### src/rtl/div32_pkg.sv
// Shared types and constants for the sequential 32-bit divider.
// Optional signed support is enabled by the DIV32_SEQ_SIGNED_EN macro in div32_seq.
package div32_pkg;

    localparam int          WIDTH     = 32;
    localparam int          CNT_W     = 6;
    localparam logic [31:0] DBZ_QUOT  = 32'hFFFF_FFFF;
    localparam logic [5:0]  LAST_ITER = 6'd31;

    typedef enum logic [2:0] {
        IDLE    = 3'd0,
        NEG_IN  = 3'd1,
        CALC    = 3'd2,
        NEG_OUT = 3'd3,
        FIN     = 3'd4
    } state_t;

    // Shift the remainder left by one, pulling in the next dividend bit.
    function automatic logic [31:0] shift_in(input logic [31:0] r, input logic [31:0] q);
        shift_in = {r[30:0], q[31]};
    endfunction

endpackage

### src/rtl/addsub32.sv
// Fixed 32-bit adder/subtractor; co is the carry out (for sub=1, co=1 means no borrow).
module addsub32 (
    input  logic [31:0] a,
    input  logic [31:0] b,
    input  logic        sub,
    output logic [31:0] res,
    output logic        co
);

    logic [32:0] sum_s;
    logic [31:0] b_eff_s;

    // Two's complement subtract is a + ~b + 1.
    always_comb begin
        b_eff_s = sub ? ~b : b;
        sum_s   = {1'b0, a} + {1'b0, b_eff_s} + {32'd0, sub};
        res     = sum_s[31:0];
        co      = sum_s[32];
    end

endmodule

### src/rtl/div32_seq.sv
// Multi-cycle restoring divider: one quotient bit per cycle through a single addsub32.
// Define DIV32_SEQ_SIGNED_EN to add the sgn input and the NEG_IN/NEG_OUT sign-fixup states.
module div32_seq #(
    parameter int          WIDTH    = 32,
    parameter int          CNT_W    = 6,
    parameter logic [31:0] DBZ_QUOT = 32'hFFFF_FFFF
) (
    input  logic             clk,
    input  logic             rst,
    input  logic             start,
`ifdef DIV32_SEQ_SIGNED_EN
    input  logic             sgn,
`endif
    input  logic [WIDTH-1:0] dividend,
    input  logic [WIDTH-1:0] divisor,
    output logic             busy,
    output logic             done,
    output logic             dbz,
    output logic [WIDTH-1:0] quot,
    output logic [WIDTH-1:0] rem
);

    import div32_pkg::*;

    state_t             state_r, state_s;
    logic [WIDTH-1:0]   q_r, q_s;
    logic [WIDTH-1:0]   r_r, r_s;
    logic [WIDTH-1:0]   d_r, d_s;
    logic [CNT_W-1:0]   count_r, count_s;
    logic               dbz_r, dbz_s;
    logic               busy_r, busy_s;
    logic               done_r, done_s;
    logic [WIDTH-1:0]   quot_r, quot_s;
    logic [WIDTH-1:0]   rem_r, rem_s;

    logic [WIDTH-1:0]   as_a_s;
    logic [WIDTH-1:0]   as_b_s;
    logic [WIDTH-1:0]   as_res_s;
    logic               as_co_s;
    logic [WIDTH-1:0]   shift_s;
    logic               qb_s;

`ifdef DIV32_SEQ_SIGNED_EN
    logic               signed_r, signed_s;
    logic               neg_dvd_r, neg_dvd_s;
    logic               neg_dvs_r, neg_dvs_s;
`endif

    // The only arithmetic resource; always subtracting.
    addsub32 u_addsub (
        .a   (as_a_s),
        .b   (as_b_s),
        .sub (1'b1),
        .res (as_res_s),
        .co  (as_co_s)
    );

    // Restoring step: quotient bit is set when the shifted remainder covers the divisor,
    // including the case where the bit shifted out of r makes it exceed 2^32.
    always_comb begin
        shift_s = shift_in(r_r, q_r);
        qb_s    = as_co_s | r_r[WIDTH-1];
    end

    // Next-state, datapath and output-register logic.
    always_comb begin
        state_s = state_r;
        q_s     = q_r;
        r_s     = r_r;
        d_s     = d_r;
        count_s = count_r;
        dbz_s   = dbz_r;
        quot_s  = quot_r;
        rem_s   = rem_r;
        done_s  = 1'b0;
        busy_s  = (state_r != IDLE);
        as_a_s  = shift_s;
        as_b_s  = d_r;
`ifdef DIV32_SEQ_SIGNED_EN
        signed_s  = signed_r;
        neg_dvd_s = neg_dvd_r;
        neg_dvs_s = neg_dvs_r;
`endif

        case (state_r)
            IDLE: begin
                if (start) begin
                    q_s     = dividend;
                    d_s     = divisor;
                    r_s     = {WIDTH{1'b0}};
                    count_s = {CNT_W{1'b0}};
                    dbz_s   = (divisor == {WIDTH{1'b0}});
`ifdef DIV32_SEQ_SIGNED_EN
                    signed_s  = sgn & (divisor != {WIDTH{1'b0}});
                    neg_dvd_s = sgn & dividend[WIDTH-1];
                    neg_dvs_s = sgn & divisor[WIDTH-1];
`endif
                    if (divisor == {WIDTH{1'b0}}) begin
                        // One held CALC cycle gives the two-edge divide-by-zero latency.
                        count_s = LAST_ITER;
                        state_s = CALC;
                    end else begin
`ifdef DIV32_SEQ_SIGNED_EN
                        state_s = sgn ? NEG_IN : CALC;
`else
                        state_s = CALC;
`endif
                    end
                end else begin
                    state_s = IDLE;
                end
            end

`ifdef DIV32_SEQ_SIGNED_EN
            NEG_IN: begin
                // Cycle 0 takes |dividend|, cycle 1 takes |divisor|; both cycles always spent.
                as_a_s = {WIDTH{1'b0}};
                if (count_r[0] == 1'b0) begin
                    as_b_s  = q_r;
                    if (neg_dvd_r) begin
                        q_s = as_res_s;
                    end else begin
                        q_s = q_r;
                    end
                    count_s = count_r + 6'd1;
                end else begin
                    as_b_s  = d_r;
                    if (neg_dvs_r) begin
                        d_s = as_res_s;
                    end else begin
                        d_s = d_r;
                    end
                    count_s = {CNT_W{1'b0}};
                    state_s = CALC;
                end
            end

            NEG_OUT: begin
                // Cycle 0 fixes the quotient sign, cycle 1 the remainder sign.
                as_a_s = {WIDTH{1'b0}};
                if (count_r[0] == 1'b0) begin
                    as_b_s  = q_r;
                    if (neg_dvd_r ^ neg_dvs_r) begin
                        q_s = as_res_s;
                    end else begin
                        q_s = q_r;
                    end
                    count_s = count_r + 6'd1;
                end else begin
                    as_b_s  = r_r;
                    if (neg_dvd_r) begin
                        r_s = as_res_s;
                    end else begin
                        r_s = r_r;
                    end
                    count_s = {CNT_W{1'b0}};
                    state_s = FIN;
                end
            end
`endif

            CALC: begin
                as_a_s = shift_s;
                as_b_s = d_r;
                if (!dbz_r) begin
                    r_s = qb_s ? as_res_s : shift_s;
                    q_s = {q_r[WIDTH-2:0], qb_s};
                end else begin
                    // Hold the captured dividend so it can be returned as the remainder.
                    r_s = r_r;
                    q_s = q_r;
                end
                if (count_r == LAST_ITER) begin
                    count_s = {CNT_W{1'b0}};
`ifdef DIV32_SEQ_SIGNED_EN
                    state_s = signed_r ? NEG_OUT : FIN;
`else
                    state_s = FIN;
`endif
                end else begin
                    count_s = count_r + 6'd1;
                    state_s = CALC;
                end
            end

            FIN: begin
                if (dbz_r) begin
                    quot_s = DBZ_QUOT;
                    rem_s  = q_r;
                end else begin
                    quot_s = q_r;
                    rem_s  = r_r;
                end
                done_s  = 1'b1;
                state_s = IDLE;
            end

            default: begin
                state_s = IDLE;
            end
        endcase
    end

    // State and datapath registers with synchronous reset.
    always_ff @(posedge clk) begin
        if (rst) begin
            state_r <= IDLE;
            q_r     <= {WIDTH{1'b0}};
            r_r     <= {WIDTH{1'b0}};
            d_r     <= {WIDTH{1'b0}};
            count_r <= {CNT_W{1'b0}};
            dbz_r   <= 1'b0;
            busy_r  <= 1'b0;
            done_r  <= 1'b0;
            quot_r  <= {WIDTH{1'b0}};
            rem_r   <= {WIDTH{1'b0}};
        end else begin
            state_r <= state_s;
            q_r     <= q_s;
            r_r     <= r_s;
            d_r     <= d_s;
            count_r <= count_s;
            dbz_r   <= dbz_s;
            busy_r  <= busy_s;
            done_r  <= done_s;
            quot_r  <= quot_s;
            rem_r   <= rem_s;
        end
    end

`ifdef DIV32_SEQ_SIGNED_EN
    // Sign bookkeeping registers for the signed mode.
    always_ff @(posedge clk) begin
        if (rst) begin
            signed_r  <= 1'b0;
            neg_dvd_r <= 1'b0;
            neg_dvs_r <= 1'b0;
        end else begin
            signed_r  <= signed_s;
            neg_dvd_r <= neg_dvd_s;
            neg_dvs_r <= neg_dvs_s;
        end
    end
`endif

    assign busy = busy_r;
    assign done = done_r;
    assign dbz  = dbz_r;
    assign quot = quot_r;
    assign rem  = rem_r;

endmodule

### config.mk
export PLATFORM = sky130hd
export DESIGN_NAME = div32_seq
export DESIGN_NICKNAME = d
export VERILOG_FILES = /design/src/rtl/div32_pkg.sv /design/src/rtl/addsub32.sv /design/src/rtl/div32_seq.sv
export SDC_FILE = /design/constraint.sdc
export NUM_CORES = 1
export LEC_CHECK = 0
export BUFFER_PORTS_ARGS = -buffer_cell sky130_fd_sc_hd__buf_2
export CORE_MARGIN = 5
export CORE_UTILIZATION = 58
export DETAILED_ROUTE_END_ITERATION = 12
export PLACE_DENSITY = 0.85
export SYNTH_ARGS = -nofsm -noshare
export SYNTH_HDL_FRONTEND = slang
export SYNTH_SLANG_ARGS = --single-unit
### constraint.sdc
create_clock -name clk -period 5.7 [get_ports clk]
set_input_delay 0.855 -clock clk [delete_from_list [all_inputs] [get_ports clk]]
set_output_delay 0.855 -clock clk [all_outputs]
set_load 0.02 [all_outputs]
* Word-level counts from Yosys, hierarchy flattened
Index checks and enable logic that the tools add are counted.
Widths: inputs -> output; s select.
** Word-level totals
- Register bits after elaboration :: 172
- Logic and storage cells :: 44
- Output and inout bits :: 67
- Bits of input ports :: 67
** Operators by class
- Bitwise gates (word level) :: 2
- Equality and inequality tests :: 5
- Multiplexer cells :: 17
- Reductions and logical operators :: 7
- $add $sub $neg :: 3
** Operators with widths (number)
- $mux 32 :: 7
- $pmux 32 s2 :: 2
- $add 32x32->33 :: 1
- $add 33x1->33 const B :: 1
- $logic_not 32->1 :: 1
- $not 32->32 :: 1
- $mux 6 :: 2
- $pmux 6 s2 :: 1
- $add 6x1->6 const B :: 1
- $eq 6x5->1 const B :: 1
- $pmux 3 s2 :: 1
- $mux 5 :: 1
- $ne 2x2->1 const B :: 2
- $reduce_and 2->1 :: 2
- $eq 3x2->1 const B :: 1
- $eq 3x3->1 const B :: 1
- $logic_not 3->1 :: 1
- $mux 3 :: 1
- $reduce_and 3->1 :: 1
- $reduce_bool 3->1 :: 1
- $mux 2 :: 1
- $reduce_bool 2->1 :: 1
- $mux 1 :: 1
- $or 1x1->1 :: 1

* Logic depth before layout (Yosys ltp)
- Depth in word-level cells :: 7
- Depth in mapped cells :: 14
- Depth with buffers taken out :: 12

* Hierarchy
From an unflattened synthesis, not the netlist that was laid out.
** Unflattened totals
- Cells, all modules :: 1116
- Area, all modules :: 9103.7 sq um
** By module, submodules not included
- div32_seq :: cells each 816, area an instance 7003.0 sq um, instances 1
- addsub32 :: cells each 300, area an instance 2100.8 sq um, instances 1

* Worst setup path before layout
Ideal clock, no wire load.
- Path type :: reg2reg
- Start :: reg q_r[31]
- End :: reg r_r[17]
- Path buffers :: 2
- Data arrival time :: 2.316 ns
- Required time :: 5.613 ns
- Slack :: 3.297 ns
- Period minus slack after synthesis :: 2.403 ns
- Stages on the path, launching flop included :: 15
- Cell sequence :: dfxtp_1 inv_1 ha_1 inv_1 fa_1 a211oi_1 o211ai_1 nand4_1 a21oi_2 o21ai_2 and2_4 buf_6 buf_6 a32oi_1 o31ai_1
** On the way
- Cells in the longest elaborated chain, start to end :: 6
** RTL lines
- start: declaration :: RTL line div32_seq.sv:26 : logic [WIDTH-1:0] q_r, q_s;
- start signal: assignment :: RTL line div32_seq.sv:208 : q_r <= {WIDTH{1'b0}};
- start signal: assignment :: RTL line div32_seq.sv:219 : q_r <= q_s;
- $add 32x32->33 (*) :: RTL line addsub32.sv:16 : sum_s = {1'b0, a} + {1'b0, b_eff_s} + {32'd0, sub};
- $add 33x1->33 (*) :: RTL line addsub32.sv:16
- $or 1x1->1 :: RTL line div32_seq.sv:62 : qb_s = as_co_s | r_r[WIDTH-1];
- $mux 32 (*) :: RTL line div32_seq.sv:166 : r_s = qb_s ? as_res_s : shift_s;
- $mux 32 (*) :: RTL line div32_seq.sv:165 : if (!dbz_r) begin
- $pmux 32 s2 (*) :: RTL line div32_seq.sv:85 : case (state_r)
- end signal: assignment :: RTL line div32_seq.sv:209 : r_r <= {WIDTH{1'b0}};
- end signal: assignment :: RTL line div32_seq.sv:220 : r_r <= r_s;
- end: declaration :: RTL line div32_seq.sv:27 : logic [WIDTH-1:0] r_r, r_s;
Every way passes the cells marked *; elsewhere a longest branch is shown, timed or not. The select of a mux whose other input is x is not followed.
A chain may end at the register's enable or synchronous reset.

* Worst setup path after layout
- Start :: reg q_r[31]
- End :: reg r_r[30]
Same word-level chain as after synthesis.

==> flow_metrics.py <==
metrics = {
    "clock_network": {
        "cts_setup_buffers": 0,
        "htree_levels": 4,
        "numCtsBuffers": 17,
        "hold_buffers": 0,
        "cts_resized": 0,
        "cts_tree": "yes",
        "clock-sinks": 171,
        "insertion_delay_ps": 440,
        "cts-root-buf": "clkbuf_16",
        "clockBufferDepth": 2,
        "clkTransAtPathRegs_ps": 60,
    },
    "global_route": {
        "groute.usage.overall_pct": 25.4,
        "grt_pass1_vias": 7362,
        "grt_max_degree": 97,
        "grt_pass1_wl_um": 37400,
        "grt-ovfl-total": 0,
        "antenna_found_initial": 0,
    },
    "synth": {
        "synth_top_area_share_pct": 40.0,
        "syn_inst": 1101,
        "synthTopCellsByArea": "dfxtp_1 40%, nand2_1 7.6%, nor2_1 5.3%",
        "synth_nets": 1202,
        "netlist_top_cells_count": "174 x nand2_1, 171 x dfxtp_1, 122 x nor2_1",
        "yosysTopAreaCell": "dfxtp_1",
        "synthFlopType": "dfxtp_1",
        "syn_area_um2": 8560,
        "yosysSeqAreaShare_pct": 40.0,
        "synth_seq_cells": 171,
        "synth.distinct_cells": 50,
        "synth_warnings": 0,
        "synthMostInstantiatedCell": "nand2_1",
        "async_flop_share_pct": 0,
        "synth_edf_count": 0,
        "avgSynthCellArea_um2": 7.78,
    },
    "die": {
        "start_util_pct": 58.9,
        "die_h_um": 132,
        "rows": 44,
        "core_um2": 14500,
        "boundaryPins": 134,
        "die_width_um": 132,
        "die_area_um2": 17300,
    },
    "drt": {
        "firstDrtPassIters": 6,
        "drc": 0,
        "route.met3.wl_um": 2260,
        "met2_length_um": 9760,
        "top_layer": "met4",
        "finalWirelength_um": 22700,
        "via_per_inst": 6.05,
        "wl_met1_um": 10400,
        "drt_iter0_drc": 855,
        "vias": 8325,
        "drt-wirelength-per-cell_um": 16.5,
        "final_antenna_net_count": 0,
    },
    "hold_path": {
        "hold_end": "as_b_s[31]$_SDFFE_PP0P_",
        "hold_depth": 2,
        "hp-class": "reg2reg",
        "worstHoldStart": "as_b_s[31]$_SDFFE_PP0P_",
    },
    "placement": {
        "io_buffer_count": 133,
        "dp_hpwl_um": 15800,
        "gp_congestion": 0.940,
    },
    "cells_and_area": {
        "syn2layout_area_growth_pct": 14.9,
        "drive_above_1_share_pct": 15.6,
        "layout.nets": 1280,
        "diodes": 0,
    },
    "timing": {
        "fin_setup_tns_ps": 0,
        "relSlewSlack_pct": 14.4,
        "fmax_mhz": 312,
        "worst_clock_skew_ps": 8.30,
        "holdWs_ps": 455,
        "drv_slew": 0,
        "final-setup-viol-count": 0,
        "hold_violations": 0,
        "min_period_ps": 3210,
        "rsz0062_at_grt": "no",
        "tightest_slew_ps": 1280,
        "fin_crit_sh_pct": 56.3,
    },
    "pwr": {
        "p_leak_nw": 4.06,
        "p_per_area_nw_per_um2": 564,
        "peakVddDrop_mv": 0.471,
    },
    "critical_path": {
        "cp.arrival_ps": 3510,
        "crit_path_max_incr_delay_ps": 470,
        "crit_type": "reg2reg",
        "reg2reg_depth": 12,
        "reg2reg_to": "r_r[30]$_SDFFE_PP0P_",
        "crit_chain": "inv_1 > ha_1 > inv_1 > fa_1 > a211oi_1 > o211ai_1 > nand4_1 > a21oi_2 > o21ai_2 > nand2_1 > nand2_1 > o21ai_0",
        "critPathLaunchType": "flop",
        "cp.required_ps": 6000,
        "crit_slowest_cell": "nand2_1",
        "end_kind": "flop",
        "r2r-start": "q_r[31]$_SDFFE_PP0P_",
        "path_max_fanout": 22,
        "reg2reg_slack_ps": 2490,
    },
    "run": {
        "maxCapViolations": 0,
    },
    "run_status": {
        "status": "completed",
    },
}
[worst max-delay path: cells and delay by family (launching register included)]
kind | cells | cell delay [ps]
adder cells (fa/ha/maj) | 2 | 580
buffers and inverters | 2 | 150
flip-flops | 1 | 380
AND/OR/NAND/NOR | 3 | 1030
AO/OA/AOI/OAI | 5 | 920
[layout by cell type (no fill, tap or decap), types with 12 or more instances in the layout]
master | synthesis | routed
inv_1 | 47 | 47
mux2i_1 | 32 | 32
a311oi_1 | 32 | 32
nand2_1 | 174 | 174
a211oi_1 | 36 | 36
o21ai_0 | 31 | 31
a32oi_1 | 12 | 12
nand3_1 | 61 | 61
clkbuf_16 | 0 | 17
a31oi_1 | 12 | 12
xnor2_1 | 19 | 19
dfxtp_1 | 171 | 170
nor3_1 | 68 | 67
nor2_1 | 122 | 121
buf_2 | 5 | 132
ha_1 | 33 | 33
a21oi_1 | 71 | 71
[stage by stage]
stage,cell area [um2],util (%),setup slack [ps],cells,power (W)
final,9840,67.7,2490,1376,0.00555
after global routing,9840,67.7,2200,1376,0.00588
after CTS,9840,67.7,2550,1376,0.00548
after detailed placement,9220,63.4,2500,1344,0.00425
after global placement,9220,63.4,2500,1344,0.00423
after floorplan,8560,-,3300,1101,0.00374
[worst max path at each step]
stage | from | to | slack [ps] | cells past startpoint
final | q_r[31]$_SDFFE_PP0P_ | r_r[30]$_SDFFE_PP0P_ | 2490 | 12
after floorplan | q_r[31]$_SDFFE_PP0P_ | r_r[17]$_SDFFE_PP0P_ | 3300 | 14
after global placement | start | r_r[29]$_SDFFE_PP0P_ | 2500 | 8
after detailed placement | start | r_r[29]$_SDFFE_PP0P_ | 2500 | 8
after CTS | q_r[31]$_SDFFE_PP0P_ | r_r[30]$_SDFFE_PP0P_ | 2550 | 12
after global routing | q_r[31]$_SDFFE_PP0P_ | r_r[30]$_SDFFE_PP0P_ | 2200 | 12
[layer usage]
layer	GRT usage [%]	up-vias
met1	38.1	3832
li1	-	4038
met4	6.74	0
met2	37.0	415
met5	0	-
met3	5.62	40
[area by class of cell]
type                       instances  area [um2]
inverter                          47         176
timing repair buffer             143         743
clock buffer                      19         443
fill                            1196        4690
tap                              184         230
multi-input combinational        799        4640
clock inverter                    13         180
sequential                       171        3420
[flip-flops by register name (all words and copies together) (netlist names)]
register  flops
quot         32
as_b_s       32
count_r       6
r_r          32
done          1
busy          1
dbz           1
q_r          32
rem          32
state_r       2
[cells by family after synthesis]
kind of cell | after synthesis | synth area share, %
flops | 171 | 40.0
simple gates | 464 | 23.5
compound gates | 239 | 18.5
mux | 32 | 3.74
xor+xnor | 30 | 3.07
fa+ha+maj | 34 | 5.06
buf+inv | 131 | 6.12
[report_power, final]
group	switching (W)	internal, W
registers	0.000192	0.00133
clock network	0.000504	0.000713
logic	0.00176	0.00105
Power figures use the tool's default switching activity.
